`src/rtl/divmod_axis.sv`:
```
// divmod_axis -- constant-time unsigned restoring divider with AXI-Stream style
// handshakes.
//
// Purpose : floor(dividend/divisor) and dividend mod divisor. One quotient bit
//           is produced per clock. A zero divisor bypasses the iteration and
//           returns all-ones / 0 with output_tuser set.
// Ports   :
//   clk, rst                     clock; synchronous active-high reset
//   input_dividen_tdata/tvalid/tready   dividend stream (DIVIDEND_W)
//   input_divisor_tdata/tvalid/tready   divisor stream  (DIVISOR_W)
//   output_quotient_tdata        quotient (DIVIDEND_W)
//   output_remainder_tdata       remainder (DIVISOR_W)
//   output_tuser                 divide-by-zero flag
//   output_tvalid/tready         result handshake
module divmod_axis #(
  parameter int DIVIDEND_W = 128,
  parameter int DIVISOR_W  = 64
) (
  input  logic                  clk,
  input  logic                  rst,
  input  logic [DIVIDEND_W-1:0] input_dividen_tdata,
  input  logic                  input_dividen_tvalid,
  output logic                  input_dividen_tready,
  input  logic [DIVISOR_W-1:0]  input_divisor_tdata,
  input  logic                  input_divisor_tvalid,
  output logic                  input_divisor_tready,
  output logic [DIVIDEND_W-1:0] output_quotient_tdata,
  output logic [DIVISOR_W-1:0]  output_remainder_tdata,
  output logic                  output_tuser,
  output logic                  output_tvalid,
  input  logic                  output_tready
);

  localparam int CW = $clog2(DIVIDEND_W);

  typedef enum logic [1:0] {IDLE, CALC, DONE} state_t;

  state_t                r_state, w_next;
  logic [DIVIDEND_W-1:0] r_dq;       // dividend bits shift out, quotient bits shift in
  logic [DIVISOR_W:0]    r_rem;      // partial remainder
  logic [DIVISOR_W-1:0]  r_divisor;
  logic [CW-1:0]         r_cnt;
  logic                  r_fin;      // all quotient bits produced; publish next edge
  logic [DIVIDEND_W-1:0] r_quot;
  logic [DIVISOR_W-1:0]  r_rem_o;
  logic                  r_tuser;

  logic                  w_accept;
  logic                  w_div_zero;
  logic [DIVISOR_W:0]    w_shift;
  logic [DIVISOR_W:0]    w_diff;
  logic                  w_ge;

  // Both operands move together; a lone valid never transfers.
  assign w_accept   = (r_state == IDLE) & input_dividen_tvalid & input_divisor_tvalid;
  assign w_div_zero = (input_divisor_tdata == '0);

  // Restoring step: bring in the next dividend MSB, subtract when it fits.
  // The top remainder bit is always 0 after a step; it is folded into the
  // compare so a set bit would still mean "larger than the divisor".
  assign w_shift = {r_rem[DIVISOR_W-1:0], r_dq[DIVIDEND_W-1]};
  assign w_diff  = w_shift - {1'b0, r_divisor};
  assign w_ge    = r_rem[DIVISOR_W] | (w_shift >= {1'b0, r_divisor});

  // ---- state register ----
  always_ff @(posedge clk) begin
    if (rst) r_state <= IDLE;
    else     r_state <= w_next;
  end

  // ---- next state ----
  always_comb begin
    w_next = r_state;
    unique case (r_state)
      IDLE:    if (w_accept) w_next = w_div_zero ? DONE : CALC;
      CALC:    if (r_fin) w_next = DONE;
      DONE:    if (output_tready) w_next = IDLE;
      default: w_next = IDLE;
    endcase
  end

  // ---- outputs ----
  always_comb begin
    input_dividen_tready = 1'b0;
    input_divisor_tready = 1'b0;
    // Each ready mirrors the other side's valid so neither side is told it
    // transferred unless the joint transfer actually happens.
    if (!rst && r_state == IDLE) begin
      input_dividen_tready = input_divisor_tvalid;
      input_divisor_tready = input_dividen_tvalid;
    end
    output_tvalid = (r_state == DONE);
  end

  assign output_quotient_tdata  = r_quot;
  assign output_remainder_tdata = r_rem_o;
  assign output_tuser           = r_tuser;

  // ---- datapath ----
  always_ff @(posedge clk) begin
    if (rst) begin
      r_dq      <= '0;
      r_rem     <= '0;
      r_divisor <= '0;
      r_cnt     <= '0;
      r_fin     <= 1'b0;
      r_quot    <= '0;
      r_rem_o   <= '0;
      r_tuser   <= 1'b0;
    end else begin
      unique case (r_state)
        IDLE: begin
          if (w_accept) begin
            if (w_div_zero) begin
              r_quot  <= '1;
              r_rem_o <= '0;
              r_tuser <= 1'b1;
            end else begin
              r_dq      <= input_dividen_tdata;
              r_divisor <= input_divisor_tdata;
              r_rem     <= '0;
              r_cnt     <= CW'(DIVIDEND_W - 1);
              r_fin     <= 1'b0;
            end
          end
        end
        CALC: begin
          if (!r_fin) begin
            r_rem <= w_ge ? w_diff : w_shift;
            r_dq  <= {r_dq[DIVIDEND_W-2:0], w_ge};
            r_fin <= (r_cnt == '0);
            if (r_cnt != '0) r_cnt <= r_cnt - 1'b1;
          end else begin
            r_quot  <= r_dq;
            r_rem_o <= r_rem[DIVISOR_W-1:0];
            r_tuser <= 1'b0;
          end
        end
        default: ;  // DONE: results held until the handshake
      endcase
    end
  end

endmodule

```
`config.mk`:
```
export PLATFORM = sky130hd
export DESIGN_NAME = divmod_axis
export DESIGN_NICKNAME = d
export VERILOG_FILES = /design/src/rtl/divmod_axis.sv
export SDC_FILE = /design/constraint.sdc
export NUM_CORES = 1
export LEC_CHECK = 0
export ABC_AREA = 0
export CAP_MARGIN = 20
export CELL_PAD_IN_SITES_DETAIL_PLACEMENT = 0
export CELL_PAD_IN_SITES_GLOBAL_PLACEMENT = 2
export CORE_MARGIN = 3
export CORE_UTILIZATION = 40
export CTS_CLUSTER_SIZE = 20
export DETAILED_ROUTE_END_ITERATION = 16
export DONT_BUFFER_PORTS = 1
export PLACE_DENSITY_LB_ADDON = 0.1
export SLEW_MARGIN = 10
export SYNTH_ARGS = -nofsm -noshare
export SYNTH_HDL_FRONTEND = slang
export SYNTH_SLANG_ARGS = --single-unit
```
`constraint.sdc`:
```
create_clock -name clk -period 9.5 [get_ports clk]
set_clock_uncertainty 0.2 [all_clocks]
set_input_delay 1.9 -clock clk [delete_from_list [all_inputs] [get_ports clk]]
set_output_delay 1.9 -clock clk [all_outputs]
set_load 0.01 [all_outputs]
```
## After elaboration in Yosys (flattened, before gate mapping)

Cells that the tools add are included.
W data, S select, Z words.

- Bitwise gates (word level): 4
- Reduce and logical (&&, ||, !) cells: 13
- $add $sub $neg: 2
- Mux-type cells: 37
- Equal/unequal tests: 9
- Order comparisons: 1

Operators with widths:

| operator | count |
|---|---|
| $mux W128 | 6 |
| $pmux W128 S2 | 2 |
| $mux W65 | 4 |
| $mux W64 | 3 |
| $pmux W65 S2 | 1 |
| $pmux W64 S2 | 1 |
| $ge A65 B64 Y1 | 1 |
| $sub A65 B64 Y65 | 1 |
| $logic_not A64 Y1 | 1 |
| $mux W7 | 4 |
| $pmux W7 S2 | 1 |
| $ne A2 B2 Y1 const B | 6 |
| $reduce_and A3 Y1 | 3 |
| $mux W1 | 8 |
| $mux W2 | 4 |
| $reduce_and A4 Y1 | 2 |
| $logic_not A7 Y1 | 1 |
| $reduce_bool A7 Y1 | 1 |
| $sub A7 B1 Y7 const B | 1 |
| $pmux W2 S3 | 1 |
| $reduce_and A5 Y1 | 1 |
| $pmux W1 S2 | 2 |
| $and A1 B1 Y1 | 2 |
| $eq A2 B1 Y1 const B | 1 |
| 8 further kinds | 8 |

- Output and inout port bits: 196
- Logic and storage cells: 75
- Register bits: 460

## Longest topological paths before layout

Gate-level depths: netlist (run 1).

- Word-level depth: 5
- Depth in mapped cells: 15
- Gate-level depth less buffers: 13

## Worst setup path before layout (run 1)

No wires, ideal clock.

- Path type: input to output
- From: input port rst
- To: output port input_dividen_tready
- Path slack: 4.737 ns
- Required time: 7.400 ns
- Stages: 4
- Arrival time: 2.663 ns
- Cells stage by stage: clkbuf_1 > clkbuf_1 > nor3_1 > and2_1

- Word-level cells in the longest chain between the ends: 3

RTL lines:

| what | line | RTL |
|---|---|---|
| start, declared | 20 | `input logic rst,` |
| $logic_not A1 Y1 | 88 | `if (!rst && r_state == IDLE) begin` |
| $logic_and A1 B1 Y1 | 88 |  |
| $mux W1 | 88 |  |
| end, declared | 23 | `output logic input_dividen_tready,` |

No other way between the ends.

## Worst setup path after layout (run 1)

- From: input port input_divisor_tdata[27]
- To: register r_rem[45]

- Word-level cells in the longest chain between the ends: 3

RTL lines:

| what | line | RTL |
|---|---|---|
| start, declared | 24 | `input logic [DIVISOR_W-1:0] input_divisor_tdata,` |
| $logic_not A64 Y1 | 56 | `assign w_div_zero = (input_divisor_tdata == '0);` |
| $ne A2 B2 Y1 (no line) | -- |  |
| $reduce_and A4 Y1 (no line) | -- |  |
| end signal, assigned | 129 | `r_rem <= w_ge ? w_diff : w_shift;` |
| end, declared | 40 | `logic [DIVISOR_W:0] r_rem;` |

No other way between the ends.
A chain may end at the register's enable or synchronous reset.

==> results of run 1 <==
-- layout make-up --
type,instances,area [um2]
fillers,5435,29330
multi-input cells,1991,11270
flip-flops and latches,460,9209
clock buffers,74,1546
well taps,688,860.8
inverters,78,292.8
clock inverters,23,225.2
repair buffers,16,130.1
diodes,1,2.502
-- per-layer routing --
metal	GRT usage	wire (um)	up-vias	share of wire
met3	0.05650	4863	115	0.070
met5	0	0	-	0
met2	0.3918	32690	449	0.47
met4	0.07209	1929	0	0.028
li1	-	-	9234	-
met1	0.3058	30230	8961	0.43
-- critical path: cells and delay by family --
family                 cells  cell delay (ns)
AO/OA/AOI/OAI              3             0.40
AND/OR/NAND/NOR            5             2.78
buffers and inverters      2             0.85
-- logic make-up after synthesis --
logic type,Yosys count,synth area share
xor+xnor,56,0.02283
simple gates,1248,0.2438
flops,460,0.4286
buf+inv,272,0.05008
compound gates,548,0.1816
fa+ha+maj,67,0.03937
mux,72,0.03360
-- state kept, by name (all words and copies together), names as in the netlist --
signal                  count
output_quotient_tdata     128
r_dq                      128
r_rem                      65
output_remainder_tdata     64
r_divisor                  64
r_cnt                       7
r_state                     2
output_tuser                1
r_fin                       1
-- per-stage QoR --
step	util	total power (W)
floorplan	-	0.003519
global placement	0.4116	0.003913
detailed placement	0.4117	0.003916
CTS	0.4452	0.006005
global route	0.4453	0.006284
finish	0.4453	0.005950
-- power by group through the flow --
stage / sequential (W) / clock [W] / combinational [W]
4_1_cts: 0.00218 / 0.00212 / 0.00170
3_5_place_dp: 0.00222 / 0 / 0.00169
6_report: 0.00218 / 0.00206 / 0.00170
3_3_place_gp: 0.00222 / 0 / 0.00169
2_1_floorplan: 0.00218 / 0 / 0.00134
5_1_grt: 0.00220 / 0.00219 / 0.00190
-- cells in the mapped netlist (10+ instances only) --
cell type / instances
sky130_fd_sc_hd__xnor2_1: 28
sky130_fd_sc_hd__nand4_1: 26
sky130_fd_sc_hd__dfxtp_1: 460
sky130_fd_sc_hd__a311oi_1: 129
sky130_fd_sc_hd__o21a_1: 10
sky130_fd_sc_hd__nor3_1: 155
sky130_fd_sc_hd__a22oi_1: 72
sky130_fd_sc_hd__and2_1: 10
sky130_fd_sc_hd__a21o_1: 31
sky130_fd_sc_hd__a21oi_1: 96
sky130_fd_sc_hd__nor2_1: 587
sky130_fd_sc_hd__nand3_1: 16
sky130_fd_sc_hd__inv_1: 78
sky130_fd_sc_hd__nor2b_1: 12
sky130_fd_sc_hd__nand2_1: 371
sky130_fd_sc_hd__and3_1: 15
sky130_fd_sc_hd__o21ai_1: 45
sky130_fd_sc_hd__a22o_1: 15
sky130_fd_sc_hd__o21ai_0: 62
sky130_fd_sc_hd__ha_1: 66
sky130_fd_sc_hd__nor4_1: 21
sky130_fd_sc_hd__mux2i_1: 71
sky130_fd_sc_hd__nand2b_1: 14
sky130_fd_sc_hd__clkbuf_1: 162
sky130_fd_sc_hd__xor2_1: 28
sky130_fd_sc_hd__buf_2: 17
sky130_fd_sc_hd__o21bai_1: 13
-- worst max-delay path by stage --
stage,from,to,slack (ns),cells after the start
floorplan,rst,input_dividen_tready,4.74,4
detailed placement,input_divisor_tdata[27],r_rem[49]$_SDFFE_PP0P_,3.12,10
CTS,input_divisor_tdata[27],r_rem[45]$_SDFFE_PP0P_,3.75,10
global placement,input_divisor_tdata[36],r_rem[49]$_SDFFE_PP0P_,2.97,10
global route,input_divisor_tdata[27],r_rem[49]$_SDFFE_PP0P_,3.44,10
finish,input_divisor_tdata[27],r_rem[45]$_SDFFE_PP0P_,3.80,10
==> parameters.txt, run 1 <==
Parameter                              Value

STA
  Setup WS post-layout ... 3.797 ns
  Post-route worst hold slack ... between 0.2 and 0.3 ns
  Transition time at the pin with the least slew margin ... 1.528 ns
  Time the worst path needs with I/O delays and setup ... 5.703 ns
  Final number of hold-violating endpoints ... 0
  Number of pins exceeding their max-slew limit in the final report ... 42
  Fmax ... roughly 0.18 GHz
  Final setup fails ... 0
  Remaining max-slew budget at the tightest pin ... -0.01876
  Summed negative setup slack over all endpoints ... 0 ns
  Unrepaired setup endpoints after global routing ... false
  Share of the cycle needed by the critical path after routing ... 0.6003

Power
  Power Density ... about 250 nW/um2
  Internal power of the cells ... slightly below 0.004 W
  VDD IR-drop max ... ~0.13 mV
  Combinational share of power ... 0.286
  Share of total power in sequential cells ... 0.367
  Switching Fraction ... 0.3430
  Leakage power of the design ... slightly above 9 nW
  Sw power ... 0.002041 W
  Portion of total power attributed to the clock network ... 0.347

Yosys
  Cell count after synthesis ... 2723
  Biggest area consumer among synthesized cells ... sky130_fd_sc_hd__dfxtp_1
  Post-synth top area share ... 0.4286
  Synthesized flop and latch total ... between 400 and 500
  Top post-synthesis cells by area ... sky130_fd_sc_hd__dfxtp_1 43%, sky130_fd_sc_hd__nor2_1 10%, sky130_fd_sc_hd__nand2_1 6.5%, sky130_fd_sc_hd__a311oi_1 5.3%, sky130_fd_sc_hd__ha_1 3.8%
  Share of async-settable or async-resettable flops after synthesis ... 0
  Area of the mapped netlist ... 21480 um2
  Mapped Avg Cell Area ... 7.890 um2
  Synth warn ... 0
  Mapped Nets ... 2987
  Most used DFF post-synth ... sky130_fd_sc_hd__dfxtp_1
  Fraction of the yosys area taken by sequential cells ... 0.4286
  Number of flops mapped to enable cells by yosys ... 0
  Distinct cell type count after synthesis ... 77

Global route
  Pin count of the biggest net entering global routing ... 400
  Number of global-route vias before repair ... 17999
  First-pass GRT wire length ... between 100 and 150 mm
  Number of antenna violations at the first check in global routing ... 1
  Overall Global Routing Usage ... 0.2364
  Global route total overflow ... 0

Cells and area
  Number of non-filler instances in the completed layout ... 3331
  Most common library cell in the layout ignoring fill and taps ... sky130_fd_sc_hd__nor2_1
  Leading cell types in the layout, fill and taps excluded ... 585 x sky130_fd_sc_hd__nor2_1, 460 x sky130_fd_sc_hd__dfxtp_1, 370 x sky130_fd_sc_hd__nand2_1
  Final standard cell area without fillers ... approximately 24000 um2
  Proportion of layout cells with a drive suffix above 1 ... 0.05375
  Fin nets ... 2864
  Syn-to-layout area delta ... 9.563%

Critical path
  Highest-delay cell along the critical path ... sky130_fd_sc_hd__nor4_1
  Type of origin of the critical path ... input port
  Critical path, cell by cell ... nor4_1, nand4_1, nor4_1, nor2_4, inv_1, o21ai_4, nor2_4, buf_4, a22oi_1, o21ai_0
  Kind of capture point of the worst setup path ... flop
  Required time of the worst setup path ... about 9.8 ns
  Critical path start-end classification ... input port to flop
  FF-to-FF End ... r_rem[59]$_SDFFE_PP0P_
  Max stage delay on crit path ... 0.72 ns
  Largest fanout of any net on the critical path ... 34
  Worst-case reg-to-reg path depth ... 13
  Worst R2R Start ... r_divisor[6]$_SDFFE_PP0P_
  Slack of the worst reg-to-reg path ... 4.73 ns
  Arrival time of the worst setup path ... 6.02 ns

Min path
  Number of cells on the worst hold path ... 2
  Worst min path class ... flop to flop
  HP Start ... r_dq[86]$_SDFFE_PP0P_
  Hold path endpoint ... r_dq[87]$_SDFFE_PP0P_

Routing
  Number of nets with antenna violations after detailed routing ... 0
  Total length of routed wires ... 69.72 mm
  Post-DR vias/cell ... 5.632
  Per-cell routed wire length ... approximately 21 um
  Initial DRC Count ... about 1200
  Number of vias after detailed routing ... 18759
  DRC violations left ... 0
  First-pass iteration count of the detailed router ... 6

Clocking
  # Post-CTS Setup Buffers ... 0
  Count of instances resized after the clock tree is built ... 0
  Max Root-Sink Buffers ... 3
  H-tree depth ... 2
  CTS Root Buffer Type ... sky130_fd_sc_hd__clkbuf_16
  Skew-Pair Late Insertion Delay ... 0.60 ns
  TritonCTS clock tree ... done
  Hold-fix buffers, CTS ... 0
  Clock edge transition at the registers on the reported setup and hold paths ... 0.06 ns
  Num CTS Buffers ... 53
  Number of sinks handled by clock tree synthesis ... 460

Placement
  IO Port Bufs ... 0
  Total instance count after detailed placement ... around 3200
  Worst slack, placed ... 3.123 ns
  Last weighted congestion value of the routability-driven placer ... 0.8931
  HPWL after DPL ... 48.07 mm
  Cell area after placement ... ~22000 um2

Die
  Number of placed I/O pins ... slightly below 400
  Horiz. Die Dim ... roughly 240 um
  Floorplan die area ... 56530 um2
  Core footprint ... 52870 um2
  Row count ... 84
  Initial Util ... 0.4064
  Chip Height ... 237.8 um

Status
  Failing checks ... max-slew violations
  Run status ... finished with violations

Run
  Max cap viols ... 0
No activity file was read; power rests on OpenSTA's default activity.
==> inputs of run 2 (changes only) <==
--- a/config.mk
+++ b/config.mk
@@ -10,7 +10,7 @@
 export CELL_PAD_IN_SITES_DETAIL_PLACEMENT = 0
 export CELL_PAD_IN_SITES_GLOBAL_PLACEMENT = 2
 export CORE_MARGIN = 3
-export CORE_UTILIZATION = 40
+export CORE_UTILIZATION = 37
 export CTS_CLUSTER_SIZE = 20
 export DETAILED_ROUTE_END_ITERATION = 16
 export DONT_BUFFER_PORTS = 1
==> constraint.sdc (replaced) <==
create_clock -name clk -period 5.55 [get_ports clk]
set_clock_uncertainty 0.2 [all_clocks]
set_input_delay 1.11 -clock clk [delete_from_list [all_inputs] [get_ports clk]]
set_output_delay 1.11 -clock clk [all_outputs]
set_load 0.01 [all_outputs]
==> run 2 against run 1 <==
  * The run now ends clean
  * Sequential share of layout area fell by 0.33 points
  * Sequential power rose by 71%
  * Global-route usage fell by 1.2 points
  * Count of clock-buffer cells in the layout rose by 1
  * Combinational power rose by 73%
  * Critical path type is now flop to flop
  * Largest cell class unchanged
==> parameters.txt, run 2 (synthesized netlist as in run 1, its figures left out) <==
Parameter                              Value

Clocking
  # Post-CTS Setup Buffers ... 0 (unchanged)
  Clock edge transition at the registers on the reported setup and hold paths ... 0.06 ns (about the same)
  H-tree depth ... 2 (unchanged)
  Hold-fix buffers, CTS ... 0 (unchanged)
  CTS Root Buffer Type ... sky130_fd_sc_hd__clkbuf_16 (unchanged)
  TritonCTS clock tree ... done (unchanged)
  Max Root-Sink Buffers ... 3 (unchanged)
  Skew-Pair Late Insertion Delay ... 0.60 ns (about the same)
  Number of sinks handled by clock tree synthesis ... 460 (unchanged)
  Count of instances resized after the clock tree is built ... 0 (unchanged)
  Num CTS Buffers ... 52 (was 53)

STA
  Unrepaired setup endpoints after global routing ... false (unchanged)
  Remaining max-slew budget at the tightest pin ... 0.2201 (was -0.01876)
  Transition time at the pin with the least slew margin ... 1.170 ns (was 1.528 ns)
  Number of pins exceeding their max-slew limit in the final report ... 0 (was 42)
  Summed negative setup slack over all endpoints ... 0 ns (unchanged)
  Share of the cycle needed by the critical path after routing ... 0.8023
  Time the worst path needs with I/O delays and setup ... 4.453 ns
  Final setup fails ... 0 (unchanged)
  Fmax ... 0.2246 GHz
  Final number of hold-violating endpoints ... 0 (unchanged)

Die
  Number of placed I/O pins ... 393 (unchanged)
  Initial Util ... 0.3774 (was 0.4064)
  Floorplan die area ... 60990 um2 (was 56530 um2)
  Chip Height ... 247.0 um (was 237.8 um)
  Core footprint ... 56930 um2 (was 52870 um2)
  Row count ... 87 (was 84)
  Horiz. Die Dim ... 247.0 um (was 237.8 um)

Status
  Run status ... completed (was finished with violations)

Power
  Power Density ... 431.0 nW/um2 (was 252.8 nW/um2)
  Leakage power of the design ... 9.250 nW (was 9.212 nW)
  Total power consumption of the routed design ... 0.01023 W (was 0.005950 W)
  VDD IR-drop max ... 0.3009 mV (was 0.1346 mV)

Critical path
  Critical Path Most Common Cell ... sky130_fd_sc_hd__o21ai_1
  Kind of capture point of the worst setup path ... flop (unchanged)
  Slack of the worst reg-to-reg path ... 1.10 ns (was 4.73 ns)
  Type of origin of the critical path ... flop (was input port)
  Highest-delay cell along the critical path ... sky130_fd_sc_hd__a2111oi_1 (was sky130_fd_sc_hd__nor4_1)
  Max stage delay on crit path ... 0.79 ns (was 0.72 ns)
  Worst-case reg-to-reg path depth ... 13 (unchanged)
  Critical path start-end classification ... flop to flop (was input port to flop)
  Worst R2R Start ... r_dq[127]$_SDFFE_PP0P_ (was r_divisor[6]$_SDFFE_PP0P_)
  FF-to-FF End ... r_rem[54]$_SDFFE_PP0P_ (was r_rem[59]$_SDFFE_PP0P_)
  Required time of the worst setup path ... 5.84 ns (was 9.82 ns)
  Largest fanout of any net on the critical path ... 4 (was 34)
  Critical path, cell by cell ... inv_1, ha_1, fa_1, nand2b_1, a211oi_2, o21ai_1, a2111oi_1, nor2_1, o21ai_1, a21bo_2, xnor2_1, o21ai_1, a22o_1 (was nor4_1, nand4_1, nor4_1, nor2_4, inv_1, o21ai_4, nor2_4, buf_4, a22oi_1, o21ai_0)
  Arrival time of the worst setup path ... 4.74 ns (was 6.02 ns)

Placement
  Last weighted congestion value of the routability-driven placer ... 0.8503 (was 0.8931)
  IO Port Bufs ... 0 (unchanged)
  HPWL after DPL ... 49.66 mm (was 48.07 mm)
  Total instance count after detailed placement ... 3306 (was 3233)

Routing
  Per-cell routed wire length ... 20.84 um (was 20.93 um)
  Number of nets with antenna violations after detailed routing ... 0 (unchanged)
  First-pass iteration count of the detailed router ... 5 (was 6)
  DRC violations left ... 0 (unchanged)
  Number of vias after detailed routing ... 18652 (was 18759)
  Initial DRC Count ... 1251 (was 1191)
  Post-DR vias/cell ... 5.484 (was 5.632)
  Total length of routed wires ... 70.89 mm (was 69.72 mm)

Global route
  Pin count of the biggest net entering global routing ... 400 (unchanged)
  Number of antenna violations at the first check in global routing ... 4 (was 1)
  Number of global-route vias before repair ... 17901 (was 17999)
  Global route total overflow ... 0 (unchanged)
  Overall Global Routing Usage ... 0.2246 (was 0.2364)
  First-pass GRT wire length ... 108.2 mm (was 106.9 mm)

Run
  Max cap viols ... 0 (unchanged)

Min path
  Number of cells on the worst hold path ... 2 (unchanged)
  HP Start ... r_rem[64]$_SDFFE_PP0P_ (was r_dq[86]$_SDFFE_PP0P_)
  Hold path endpoint ... r_rem[64]$_SDFFE_PP0P_ (was r_dq[87]$_SDFFE_PP0P_)
  Worst min path class ... flop to flop (unchanged)

Cells and area
  Syn-to-layout area delta ... 10.49% (was 9.563%)
  Most common library cell in the layout ignoring fill and taps ... sky130_fd_sc_hd__nor2_1 (unchanged)
  Leading cell types in the layout, fill and taps excluded ... 585 x sky130_fd_sc_hd__nor2_1, 460 x sky130_fd_sc_hd__dfxtp_1, 370 x sky130_fd_sc_hd__nand2_1 (unchanged)
  Number of non-filler instances in the completed layout ... 3401 (was 3331)
  Fin nets ... 2869 (was 2864)
  Proportion of layout cells with a drive suffix above 1 ... 0.05299 (was 0.05375)
-- run 2: cell types whose count changed in the layout (fill, tap and decap cells not counted), sizes merged --
| cell | previous run | this run |
|---|---|---|
| inv | 80 | 79 |
| clkbuf | 74 | 75 |
| clkinvlp | 2 | 1 |
| clkinv | 16 | 9 |
| buf | 16 | 22 |
| bufinv | 3 | 5 |
| diode | 1 | 3 |
-- run 2: worst max path at each step --
stage | start | to | slack, ns | depth (start not counted)
after floorplan | input_divisor_tdata[21] | r_rem[20]$_SDFFE_PP0P_ | 2.23 | 10
after global placement | input_divisor_tdata[47] | r_dq[31]$_SDFFE_PP0P_ | 0.93 | 11
after detailed placement | input_divisor_tdata[47] | r_dq[56]$_SDFFE_PP0P_ | 0.86 | 11
after CTS | r_dq[127]$_SDFFE_PP0P_ | r_rem[54]$_SDFFE_PP0P_ | 1.07 | 13
after global routing | r_dq[127]$_SDFFE_PP0P_ | r_rem[54]$_SDFFE_PP0P_ | 0.84 | 13
final | r_dq[127]$_SDFFE_PP0P_ | r_rem[54]$_SDFFE_PP0P_ | 1.10 | 13
-- run 2: metal layers --
metal / up-vias / global-route usage / part of all wire
met2: 430 / 0.3744 / 0.47
met4: 0 / 0.05473 / 0.022
met3: 90 / 0.05671 / 0.070
li1: 9244 / - / -
met1: 8888 / 0.2908 / 0.44
met5: - / 0 / 0
-- run 2: layout make-up --
cell class                      count  area, um2
Fill cell                        5880      33190
Multi-Input combinational cell   1991      11270
Sequential cell                   460       9209
Clock buffer                       75       1529
Tap cell                          756      945.9
Inverter                           78      292.8
Clock inverter                     16      247.7
Timing Repair Buffer               22      235.2
Antenna cell                        3      7.507
-- run 2: critical path: cells and delay by family, from the launching register on --
kind | cells | cell delay [ns]
buf+inv | 1 | 0.08
compound gates | 7 | 2.44
xor+xnor | 1 | 0.14
fa+ha+maj | 2 | 0.65
simple gates | 2 | 0.45
flops | 1 | 0.37
-- run 2: report_power, final --
part	leakage [nW]	switching [W]	internal, W	total [W]
clock network	0.872	0.00142	0.00214	0.00356
registers	3.75	0.000207	0.00352	0.00373
logic	4.63	0.00184	0.00110	0.00294
-- run 2: metrics by stage --
| step | util | cell area, um2 | worst slack, ns | hold slack, ns |
|---|---|---|---|---|
| detailed placement | 0.3852 | 21930 | 0.8568 | 0.2602 |
| global route | 0.4170 | 23740 | 0.8396 | 0.3105 |
| floorplan | - | 21480 | 2.234 | 0.2304 |
| finish | 0.4170 | 23740 | 1.097 | 0.2774 |
| global placement | 0.3852 | 21930 | 0.9256 | 0.2460 |
| CTS | 0.4164 | 23700 | 1.074 | 0.2750 |
